[config.mk]
export PLATFORM = sky130hd
export DESIGN_NAME = hazard_flush_ctrl
export DESIGN_NICKNAME = d
export VERILOG_FILES = /design/src/rtl/hazard_flush_ctrl.sv
export SDC_FILE = /design/constraint.sdc
export NUM_CORES = 1
export LEC_CHECK = 0
export BUFFER_PORTS_ARGS = -buffer_cell sky130_fd_sc_hd__buf_2
export CAP_MARGIN = 20
export CELL_PAD_IN_SITES_DETAIL_PLACEMENT = 1
export CELL_PAD_IN_SITES_GLOBAL_PLACEMENT = 1
export CORE_UTILIZATION = 25
export CTS_BUF_LIST = sky130_fd_sc_hd__clkbuf_8 sky130_fd_sc_hd__clkbuf_16
export CTS_CLUSTER_DIAMETER = 50
export DETAILED_ROUTE_END_ITERATION = 7
export PLACE_DENSITY_LB_ADDON = 0.1
export SYNTH_ARGS = -nofsm -noshare
export SYNTH_HDL_FRONTEND = slang
export SYNTH_SLANG_ARGS = --single-unit
[constraint.sdc]
create_clock -name clk -period 1.7 [get_ports clk]
set_clock_uncertainty 0.05 [all_clocks]
set_input_delay 0.255 -clock clk [delete_from_list [all_inputs] [get_ports clk]]
set_output_delay 0.255 -clock clk [all_outputs]
set_load 0.01 [all_outputs]
[src/rtl/hazard_flush_ctrl.sv]
// Pipeline hazard/flush controller: load-use bubbles, MUL/DIV wait with timeout,
// redirect squash and multi-cycle trap drain for the 5-stage core.
module hazard_flush_ctrl #(
  parameter int unsigned MD_TIMEOUT   = 64,
  parameter int unsigned DRAIN_CYCLES = 3,
  parameter int unsigned CNT_W        = 7
) (
  input  logic       clk,
  input  logic       reset,
  input  logic [4:0] id_rs1,
  input  logic [4:0] id_rs2,
  input  logic       id_use_rs1,
  input  logic       id_use_rs2,
  input  logic [4:0] ex_rd,
  input  logic       ex_is_load,
  input  logic       ex_redirect,
  input  logic       md_start,
  input  logic       md_done,
  input  logic       trap_req,
  output logic       stall_pc,
  output logic       stall_if_id,
  output logic       stall_id_ex,
  output logic       flush_if_id,
  output logic       flush_id_ex,
  output logic       flush_ex_mem,
  output logic       md_kill,
  output logic       md_timeout,
  output logic       trap_ack
);

  typedef enum logic [1:0] {
    RUN        = 2'd0,
    MD_WAIT    = 2'd1,
    TRAP_DRAIN = 2'd2
  } state_t;

  localparam logic [CNT_W-1:0] CNT_ONE   = CNT_W'(1);
  localparam logic [CNT_W-1:0] MD_LIMIT  = CNT_W'(MD_TIMEOUT);
  localparam logic [CNT_W-1:0] DRN_LIMIT = CNT_W'(DRAIN_CYCLES);

  state_t           state, state_nxt;
  logic [CNT_W-1:0] cnt, cnt_nxt;
  logic             load_use;

  // x0 is hardwired zero, so a load to x0 never creates a dependency
  assign load_use = ex_is_load && (ex_rd != 5'd0) &&
                    ((id_use_rs1 && (id_rs1 == ex_rd)) ||
                     (id_use_rs2 && (id_rs2 == ex_rd)));

  always_ff @(posedge clk) begin
    if (reset) begin
      state <= RUN;
      cnt   <= '0;
    end else begin
      state <= state_nxt;
      cnt   <= cnt_nxt;
    end
  end

  always_comb begin
    state_nxt    = state;
    cnt_nxt      = cnt;
    stall_pc     = 1'b0;
    stall_if_id  = 1'b0;
    stall_id_ex  = 1'b0;
    flush_if_id  = 1'b0;
    flush_id_ex  = 1'b0;
    flush_ex_mem = 1'b0;
    md_kill      = 1'b0;
    md_timeout   = 1'b0;
    trap_ack     = 1'b0;

    case (state)
      RUN: begin
        if (trap_req) begin
          stall_pc     = 1'b1;
          flush_if_id  = 1'b1;
          flush_id_ex  = 1'b1;
          flush_ex_mem = 1'b1;
          state_nxt    = TRAP_DRAIN;
          cnt_nxt      = CNT_ONE;
        end else if (ex_redirect) begin
          flush_if_id = 1'b1;
          flush_id_ex = 1'b1;
        end else if (md_start && !md_done) begin
          stall_pc     = 1'b1;
          stall_if_id  = 1'b1;
          stall_id_ex  = 1'b1;
          flush_ex_mem = 1'b1;
          state_nxt    = MD_WAIT;
          cnt_nxt      = CNT_ONE;
        end else if (md_start) begin
          // single-cycle result: nothing to hold
        end else if (load_use) begin
          stall_pc    = 1'b1;
          stall_if_id = 1'b1;
          flush_id_ex = 1'b1;
        end
      end

      MD_WAIT: begin
        if (trap_req) begin
          md_kill      = 1'b1;
          stall_pc     = 1'b1;
          flush_if_id  = 1'b1;
          flush_id_ex  = 1'b1;
          flush_ex_mem = 1'b1;
          state_nxt    = TRAP_DRAIN;
          cnt_nxt      = CNT_ONE;
        end else if (md_done) begin
          state_nxt = RUN;
          cnt_nxt   = '0;
        end else if (cnt == MD_LIMIT) begin
          // abort the unit; the stuck op in EX is replaced by a bubble
          md_timeout   = 1'b1;
          md_kill      = 1'b1;
          flush_ex_mem = 1'b1;
          flush_id_ex  = 1'b1;
          stall_pc     = 1'b1;
          stall_if_id  = 1'b1;
          state_nxt    = RUN;
          cnt_nxt      = '0;
        end else begin
          stall_pc     = 1'b1;
          stall_if_id  = 1'b1;
          stall_id_ex  = 1'b1;
          flush_ex_mem = 1'b1;
          cnt_nxt      = cnt + CNT_ONE;
        end
      end

      TRAP_DRAIN: begin
        stall_pc     = 1'b1;
        flush_if_id  = 1'b1;
        flush_id_ex  = 1'b1;
        flush_ex_mem = 1'b1;
        if (cnt == DRN_LIMIT) begin
          trap_ack  = 1'b1;
          state_nxt = RUN;
          cnt_nxt   = '0;
        end else begin
          cnt_nxt = cnt + CNT_ONE;
        end
      end

      default: begin
        state_nxt = RUN;
        cnt_nxt   = '0;
      end
    endcase

    // reset wins over everything in flight and empties every stage
    if (reset) begin
      stall_pc     = 1'b0;
      stall_if_id  = 1'b0;
      stall_id_ex  = 1'b0;
      flush_if_id  = 1'b1;
      flush_id_ex  = 1'b1;
      flush_ex_mem = 1'b1;
      md_kill      = 1'b0;
      md_timeout   = 1'b0;
      trap_ack     = 1'b0;
    end
  end

endmodule

# Word level (Yosys, flattened, before mapping)
# Index checks and enable logic that the tools add are counted.
# totals
reg_bits	9
latchBits	0
mem_bits_rw	0
rom_bits	0
input_bits	24
memories	0
# op_classes
addsub	1
mul	0
div	0
magnitude_cmp	0
n_eq_ne	10
shift	0
n_mux	61
n_bitwise	0
reduce_logical	11
# ops
cell	count
7-bit 2-to-1 mux	7
1-bit 2-to-1 mux	39
7-bit one-hot mux with 3 select lines	1
2-bit 2-to-1 mux	7
1-bit one-hot mux with 3 select lines	4
5-bit equality test	2
7-bit by 1-bit adder with 7-bit output (second input constant)	1
7-bit by 2-bit equality test with 1-bit output (second input constant)	1
7-bit equality test (second input constant)	1
3-bit != test (second input constant)	2
2-bit one-hot mux with 3 select lines	1
1-bit logical AND	5
5-bit nonzero test	1
4-bit != test (second input constant)	1
1-bit one-hot mux with 2 select lines	2
4-bit AND reduction	1
2-bit by 1-bit equality test with 1-bit output (second input constant)	1
2-bit equality test (second input constant)	1
2-bit logical NOT	1
2-bit != test (second input constant)	1
2-bit AND reduction	1
1-bit logical NOT	1
1-bit logical OR	1

# Longest topological paths before layout
# Gate-level depths: netlist (run 1).
# logic_depth
word_depth	11
depth_mapped	5
depth_no_buf	5

# Least setup slack after synthesis (run 1)
# No wires, ideal clock.
# synth_timing
path_kind	reg-to-output
startpoint	reg state[1]
endpoint	out flush_id_ex
arrival_ns	1.383
t_required_ns	1.395
path_slack_ns	0.012
stages_incl_launch_ff	6
n_path_buf	1
cell_sequence	dfxtp_1 > clkbuf_1 > or2_2 > a211o_1 > a31oi_1 > o21ai_0
# synth_via
elab_chain_len	3
word_cells_on_any_way	5
classes_between	eq/ne: 2; mux: 2; reduce/logical: 1
# synth_rtl
element	line_no	source
from (decl)	41	state_t state, state_nxt;
from (signal assigned)	55	state <= state_nxt;
2-bit equality test, or another cell as far along	73	case (state)
1-bit one-hot mux with 3 select lines *	73	
1-bit 2-to-1 mux *	153	if (reset) begin
to (decl)	24	output logic flush_id_ex,
# Mark *: on every way between the ends. The rest lies on a longest branch, timed or not.

# Worst setup path in the final report (run 1)
# layout_timing
startpoint	reg cnt[2]
endpoint	out flush_id_ex
# layout_via
elab_chain_len	6
# layout_rtl
element	line_no	source
from (decl)	42	logic [CNT_W-1:0] cnt, cnt_nxt;
from (signal assigned)	56	cnt <= cnt_nxt;
7-bit equality test	113	end else if (cnt == MD_LIMIT) begin
1-bit 2-to-1 mux	113	
1-bit 2-to-1 mux	110	end else if (md_done) begin
1-bit 2-to-1 mux	102	if (trap_req) begin
1-bit one-hot mux with 3 select lines	73	
1-bit 2-to-1 mux	153	
# No other way between the ends.

==> results.cfg, run 1 <==
[outcome]
outcome = finished with violations
violations = setup timing

[sta]
min_period_ns = 1.85
timing.final.crit_share = 1.09
worst_slack_ns = -0.148
finalMaxSlewViolations = 0
maxSlewHeadroom = 0.752
hold_viol_final = 0
setup_tns_ns = -0.924
rsz0062_at_grt = true
fmax_ghz = 0.541
tightest_slew_ns = 0.370
finalSetupViolCount = 11

[power]
combPwrFrac = 0.332
powerDensity_nw_per_um2 = 529
seq_power_share = 0.306
p_sw_frac = 0.320
internal-power_mw = 0.498
power_switching_mw = 0.234
clockPowerShare = 0.362
power_leakage_nw = 0.579
ir_worst_vdd_v = 0.000198
fin_total_pwr_mw = 0.733

[worst_setup_path]
cp.required_ns = 1.39
cp.arrival_ns = 1.54
cp_max_fo = 4
critPathLaunchType = flop
rr_startpoint = cnt[2]
startpoint = cnt[2]
path_class = reg2out
cp-end-kind = primary output

[final_layout]
synthToLayoutAreaGrowth_pct = 68.6
final_common_cell = buf_2
diodes = 0
final_cell_mix = buf_2, buf_4, nor2_1
drive_gt1_frac = 0.500
fin_area_um2 = 1390
finish.net_count = 193

[synth]
yosysSeqAreaShare = 0.219
mappedNetlistArea_um2 = 822
async_flop_share = 0
synth_edf_count = 0
synth_top_family_by_area = simple AND/OR/NAND/NOR gates
synth_simple_gate_area_frac = 0.342
synthXorXnorAreaFrac = 0.139
synthMuxAreaShare = 0
synth_cell_types = 37
syn_inst = 110
ys.flop_type = dfxtp_1
syn-mean-instance-area_um2 = 7.47
synthAdderAreaFrac = 0.0304
ys_ff_latch = 9
synth_compound_area_frac = 0.228
ys_warn_count = 0
syn_nets = 136

[clock_tree]
clock_path_buffers = 2
clk_pin_slew_worst_paths_ns = 0.05
clk_latency_ns = 0.24
cts_inserted_buffers = 3
ctsRootBufferMaster = clkbuf_8
cts_sinks = 9
h-tree-depth = 1
cts_hold_buf = 0
cts_tree = yes

[detailed_routing]
drc_errors = 0
drt_iter0_drc = 30
first_pass_iters = 4
detail_route.vias_per_cell = 4.87
ant_nets = 0
post_drt_wl_per_cell_um = 14.2
routed_wl_mm = 2.98
via_count = 1023

[die]
dieArea_um2 = 3520
core_region_area_um2 = 3080
die_w_um = 59.3
rows = 20
ioPinCount = 33
initial_core_util = 0.267
die_h_um = 59.3

[placed_design]
gp_congestion = 0.773
dpl.hpwl_mm = 2.27
place_area_um2 = 1150
portBuffers = 32

[flow_run]
max-cap-violations = 0

[global_route]
grt_pass1_wl_mm = 4.73
grt_max_degree = 12
antenna_found_initial = 0
grt_usage = 0.180
grt_overflow = 0
first_global_vias = 1060

[min_path]
worstHoldStart = reset
hp-class = in2reg
==> kinds of logic after synthesis <==
group                      count (synthesis)
DFF                                        9
xor gates and xnor gates                  13
buffers and inverters                      9
and+or+nand+nor                           50
adders and majority gates                  2
AOI/OAI and AO/OA                         27
==> worst max-delay path: stages, from the launching register on <==
cell and delay (ns):
dfxtp_2 0.34, nor4_4 0.41, and3_4 0.26, a31oi_1 0.08, o21ai_1 0.08, buf_2 0.14
==> synth_stat cells, drive strengths merged (3+ instances only) <==
cell type | count | area (um2)
nor2 | 16 | 62.6
xor2 | 11 | 96.3
dfxtp | 9 | 180
o21ai | 7 | 35.0
inv | 6 | 22.5
nand2 | 6 | 22.5
a21oi | 4 | 20.0
nand3 | 4 | 20.0
nor3 | 4 | 20.0
nor4 | 4 | 40.0
clkbuf | 3 | 11.3
nand2b | 3 | 18.8
==> path summary, 6_finish.rpt <==
check	end	slack, ns	cells after the start
min reg2reg	cnt[0]	0.50	2
min	state[1]	0.33	2
max reg2reg	cnt[5]	-0.05	7
max	flush_id_ex	-0.15	5
==> metal layers <==
layer,vias up,part of all wire,routed length (um),global-route usage
li1,513,-,-,-
met1,477,0.44,1320,0.223
met2,28,0.50,1500,0.310
met3,5,0.042,124,0.0371
met4,0,0.013,38,0.0578
met5,-,0,0,0
==> flip-flops by register name (all words and copies together), names as in the netlist <==
signal,count
cnt,7
state,2
==> power by group through the flow <==
stage | Clock (mW) | Combinational (mW) | Sequential [mW]
floorplan | 0 | 0.0948 | 0.229
global placement | 0 | 0.190 | 0.230
detailed placement | 0 | 0.191 | 0.230
CTS | 0.269 | 0.209 | 0.226
global route | 0.280 | 0.263 | 0.225
finish | 0.265 | 0.243 | 0.224
==> timing repair <==
item / 4_1_cts / 5_1_grt
setup endpoints to repair: 12 / 16
pin swaps: 7 / 18
gates resized for setup: 14 / 20
setup buffers: 2 / 5
==> cell type report <==
class	instances	area, um2
Inverter	6	22.5
Fill cell	390	1690
Clock buffer	3	41.3
Clock inverter	1	5.00
Sequential cell	9	188
Tap cell	44	55.1
Timing Repair Buffer	55	358
Multi-Input combinational cell	92	717
==> through the flow <==
| stage | cells | util | setup WS (ns) | hold slack, ns |
|---|---|---|---|---|
| 2_1_floorplan | 110 | - | 0.0122 | 0.413 |
| 3_3_place_gp | 199 | 0.372 | -0.0273 | 0.471 |
| 3_5_place_dp | 199 | 0.372 | -0.0604 | 0.486 |
| 4_1_cts | 205 | 0.412 | -0.136 | 0.318 |
| 5_1_grt | 210 | 0.450 | -0.226 | 0.342 |
| 6_report | 210 | 0.450 | -0.148 | 0.333 |
(Power assumes the default switching activity.)
==> run 2: changes to the inputs <==
--- a/config.mk
+++ b/config.mk
@@ -14,6 +14,7 @@
 export CTS_CLUSTER_DIAMETER = 50
 export DETAILED_ROUTE_END_ITERATION = 7
 export PLACE_DENSITY_LB_ADDON = 0.1
+export SKIP_LAST_GASP = 1
 export SYNTH_ARGS = -nofsm -noshare
 export SYNTH_HDL_FRONTEND = slang
 export SYNTH_SLANG_ARGS = --single-unit
==> run 2 against run 1 <==
  * The flow still finishes with violations (setup timing)
  * Critical path depth unchanged
  * Global-route usage is the same
  * Sequential cell count is the same
  * First-iteration DRC count shrank 3.3%
  * Fmax is 0.20% lower
  * Worst setup slack worse by 0.0037 ns
  * Cell count is the same
  * Register-to-register slack is essentially flat
==> results.cfg, run 2 (synthesis results as in run 1) <==
[outcome]
outcome = finished with violations
violations = setup timing

[power]
ir_worst_vdd_v = 0.000197
power_leakage_nw = 0.570
internal-power_mw = 0.495
power_switching_mw = 0.233
seq_power_share = 0.308
powerDensity_nw_per_um2 = 532
p_sw_frac = 0.320
combPwrFrac = 0.324
clockPowerShare = 0.368

[sta]
rsz0062_at_grt = true
holdWs_ns = 0.326
maxSlewHeadroom = 0.749
finalMaxSlewViolations = 0
worst_slack_ns = -0.151
min_period_ns = 1.85
timing.final.crit_share = 1.09
fmax_ghz = 0.540
hold_viol_final = 0
tightest_slew_ns = 0.374
setup_tns_ns = -1.04
finalSetupViolCount = 12

[global_route]
grt_overflow = 0
grt_pass1_wl_mm = 4.73
grt_usage = 0.180
first_global_vias = 1060
antenna_found_initial = 0
grt_max_degree = 12

[min_path]
holdPathStages = 2
hp-class = in2reg
worstHoldEndpoint = state[1]
worstHoldStart = reset

[detailed_routing]
ant_nets = 0
drc_errors = 0
routed_wl_mm = 2.96
post_drt_wl_per_cell_um = 14.1
drt_iter0_drc = 29
via_count = 1024
first_pass_iters = 2
detail_route.vias_per_cell = 4.88

[final_layout]
synthToLayoutAreaGrowth_pct = 66.4
finish.net_count = 193
diodes = 0
largest_register = cnt
drive_gt1_frac = 0.488
fin_area_um2 = 1370
reg_top3 = cnt x7, state x2
largest_reg_flops = 7
fillers = 392
final_common_cell = buf_2
final_cell_mix = buf_2, buf_4, nor2_1

[worst_setup_path]
reg2reg_slack_ns = -0.05
rr_startpoint = cnt[2]
cp_max_fo = 4
cp.required_ns = 1.39
cp.arrival_ns = 1.55
cp-end-kind = primary output
timing.rr.end = cnt[5]
path_class = reg2out
critPathLaunchType = flop
r2r_cells = 7

[clock_tree]
cts_hold_buf = 0
clk_pin_slew_worst_paths_ns = 0.05
h-tree-depth = 1
clk_latency_ns = 0.24
cts_inserted_buffers = 3
clock_path_buffers = 2
cts_sinks = 9
cts_tree = yes
ctsRootBufferMaster = clkbuf_8

[die]
core_region_area_um2 = 3080
ioPinCount = 33
die_h_um = 59.3
initial_core_util = 0.267
dieArea_um2 = 3520
die_w_um = 59.3
rows = 20

[placed_design]
place_area_um2 = 1150
portBuffers = 32
dpl.hpwl_mm = 2.27
gp_congestion = 0.773

[flow_run]
max-cap-violations = 0
run 2: cell counts in the layout (fill, tap and decap cells not counted):
No cell type changed its count.
run 2: layout make-up:
class                      instances  area [um2]  share of cell area
clock buffer                       3        41.3              0.0302
clock inverter                     1        5.00             0.00366
inverter                           6        22.5              0.0165
multi-input combinational         92         702               0.513
sequential                         9         188               0.137
tap                               44        55.1              0.0403
timing repair buffer              55         354               0.259
run 2: power by group through the flow:
stage	Combinational (mW)	Sequential, mW	Clock, mW
final	0.236	0.224	0.268
after global routing	0.256	0.225	0.280
after CTS	0.209	0.226	0.269
after detailed placement	0.191	0.230	0
after global placement	0.190	0.230	0
after floorplan	0.0948	0.229	0
run 2: through the flow:
step	util	instances	total power, mW	setup WS (ns)
after CTS	0.412	205	0.704	-0.136
after floorplan	-	110	0.324	0.0122
final	0.444	210	0.728	-0.151
after detailed placement	0.372	199	0.421	-0.0604
after global routing	0.444	210	0.762	-0.226
after global placement	0.372	199	0.420	-0.0273
run 2: routing by layer:
layer,GRT usage,vias to the layer above,share of wire
li1,-,512,-
met1,0.223,480,0.44
met5,0,-,0
met2,0.310,28,0.51
met4,0.0578,0,0.0088
met3,0.0371,4,0.044
run 2: worst max path at each step:
stage                  endpoint  startpoint
global route        stall_id_ex      cnt[2]
global placement    flush_id_ex    ex_rd[3]
floorplan           flush_id_ex    state[1]
finish              flush_id_ex      cnt[2]
CTS                 flush_id_ex      cnt[4]
detailed placement     stall_pc    ex_rd[3]
run 2: critical path, stage by stage (launching register included):
cell     delay [ns]
dfxtp_2        0.34
nor4_4         0.41
and3_4         0.26
a31oi_1        0.08
o21ai_1        0.08
buf_2          0.14
run 2: repair_timing:
item,in CTS,in global routing
setup endpoints to repair,12,16
setup buffers,2,5
pin swaps,7,16
gates cloned,0,0
gates resized for setup,14,16
==> run 3: changes to the inputs <==
--- a/config.mk
+++ b/config.mk
@@ -9,9 +9,10 @@
 export CAP_MARGIN = 20
 export CELL_PAD_IN_SITES_DETAIL_PLACEMENT = 1
 export CELL_PAD_IN_SITES_GLOBAL_PLACEMENT = 1
-export CORE_UTILIZATION = 25
+export CORE_UTILIZATION = 33
 export CTS_BUF_LIST = sky130_fd_sc_hd__clkbuf_8 sky130_fd_sc_hd__clkbuf_16
 export CTS_CLUSTER_DIAMETER = 50
+export CTS_CLUSTER_SIZE = 28
 export DETAILED_ROUTE_END_ITERATION = 7
 export PLACE_DENSITY_LB_ADDON = 0.1
 export SKIP_LAST_GASP = 1
==> run 3 against run 2 <==
  * The flow still finishes with violations (setup timing)
  * Clock power fell by 6%
  * Register-to-register slack improved by 0.05 ns
  * Fmax rose by 3.1%
  * Worst hold slack got worse by 0.0086 ns
  * Highest routed layer unchanged
  * Non-clock buffer count fell by 8
  * Global-route usage rose by 4.7 points
  * Sequential power barely moved
==> results.cfg, run 3 (synthesis results as in run 1) <==
[final_layout]
fillers = 288
synthToLayoutAreaGrowth_pct = 55.1
diodes = 0
largest_register = cnt
final_cell_mix = buf_2, buf_4, nor2_1, xor2_1, inv_1
finish.net_count = 185
final_common_cell = buf_2
reg_top3 = cnt x7, state x2
drive_gt1_frac = 0.475
largest_reg_flops = 7
utilization = 0.560
fin_area_um2 = 1270

[global_route]
antenna_found_initial = 0
grt_overflow = 0
grt_pass1_wl_mm = 4.37
grt_usage = 0.227
first_global_vias = 968
grt_max_degree = 12

[detailed_routing]
post_drt_wl_per_cell_um = 16.0
drc_errors = 0
via_count = 1010
detail_route.vias_per_cell = 5.43
drt_iter0_drc = 12
first_pass_iters = 4
routed_wl_mm = 2.98
ant_nets = 0

[worst_setup_path]
max_stage_delay_ns = 0.35
reg2reg_slack_ns = 0
cp-end-kind = primary output
path_buf_inv = 1
cp.arrival_ns = 1.49
cp.required_ns = 1.39
cp_slowest_cell = dfxtp_4
critPathLaunchType = flop
cp_max_fo = 5
r2r_cells = 7
cp.depth = 5
cp_top_family = compound AO/OA/AOI/OAI gates
path_class = reg2out
crit_chain = or2_4 > a211o_1 > a31oi_1 > o21ai_1 > buf_2

[sta]
min_period_ns = 1.80
rsz0062_at_grt = true
tightest_slew_ns = 0.360
timing.final.crit_share = 1.06
finalSetupViolCount = 5
hold_viol_final = 0
fmax_ghz = 0.557
maxSlewHeadroom = 0.758
setup_tns_ns = -0.414
finalMaxSlewViolations = 0
worst_slack_ns = -0.0958

[placed_design]
dpl.hpwl_mm = 2.17
gp_congestion = 0.841
place_ws_ns = -0.0288
place_area_um2 = 1090
portBuffers = 32

[die]
die_w_um = 51.9
core_region_area_um2 = 2280
dieArea_um2 = 2690
initial_core_util = 0.361
die_h_um = 51.9
ioPinCount = 33
rows = 17

[clock_tree]
ctsRootBufferMaster = clkbuf_8
cts_tree = yes
clk_latency_ns = 0.24
clk_pin_slew_worst_paths_ns = 0.04
h-tree-depth = 1
cts_sinks = 9
cts_hold_buf = 0
cts_inserted_buffers = 3
clock_path_buffers = 2

[min_path]
hp-class = in2reg
holdPathStages = 2

[power]
internal-power_mw = 0.469
power_leakage_nw = 0.522
power_switching_mw = 0.218
powerDensity_nw_per_um2 = 539
combPwrFrac = 0.310
fin_total_pwr_mw = 0.687
seq_power_share = 0.323
clockPowerShare = 0.367
p_sw_frac = 0.317
ir_worst_vdd_v = 0.000593

[flow_run]
max-cap-violations = 0

[outcome]
outcome = finished with violations
violations = setup timing
==> run 3: cell types whose count changed in the layout (fill, tap and decap cells not counted), moves of 2 or more <==
cell     change
o21ai_0      +2
a21oi_1      -2
o21ai_1      -2
buf_4        -4
dfxtp_2      -2
nor2_1       -3
a21oi_2      +2
buf_6        -4
nor2_2       +3
dfxtp_4      +2
==> run 3: worst paths after layout <==
path	from	to
worst max-delay path	state[1]	flush_id_ex
worst min-delay path	reset	state[1]
worst max register to register	cnt[5]	cnt[5]
worst min register to register	cnt[0]	cnt[0]
==> run 3: worst register-to-register path, delay by kind of cell (launching register included) <==
kind / cells / cell delay, ns
AND/OR/NAND/NOR: 1 / 0.37
buffers and inverters: 3 / 0.47
flip-flops: 1 / 0.34
AO/OA/AOI/OAI: 3 / 0.34
==> run 3: layer usage <==
metal,global-route usage,share of wire,vias up,wire [um]
li1,-,-,494,-
met1,0.263,0.43,484,1290
met2,0.382,0.50,25,1490
met3,0.0614,0.043,7,129
met4,0.104,0.022,0,65
met5,0,0,-,0
==> run 3: layout make-up <==
type	count	area (um2)	area share
clock buffer	3	41.3	0.0324
clock inverter	1	3.75	0.00294
inverter	6	22.5	0.0177
multi-input combinational	92	701	0.550
sequential	9	193	0.151
tap	28	35.0	0.0275
timing repair buffer	47	279	0.219
==> run 3: per-stage QoR <==
stage | hold WS [ns] | cells
2_1_floorplan | 0.413 | 110
3_3_place_gp | 0.444 | 178
3_5_place_dp | 0.455 | 178
4_1_cts | 0.307 | 185
5_1_grt | 0.348 | 186
6_report | 0.317 | 186
==> run 3: power by group through the flow <==
stage	combinational, mW	sequential [mW]	clock, mW
2_1_floorplan	0.0948	0.229	0
3_3_place_gp	0.179	0.228	0
3_5_place_dp	0.184	0.229	0
4_1_cts	0.193	0.224	0.256
5_1_grt	0.232	0.223	0.269
6_report	0.213	0.222	0.252
==> run 3: what timing repair did <==
item                       CTS  global route
pin swaps                    6            15
setup buffers                3             1
gates resized for setup     11            18
setup endpoints to repair    7            13
cloned                       0             0
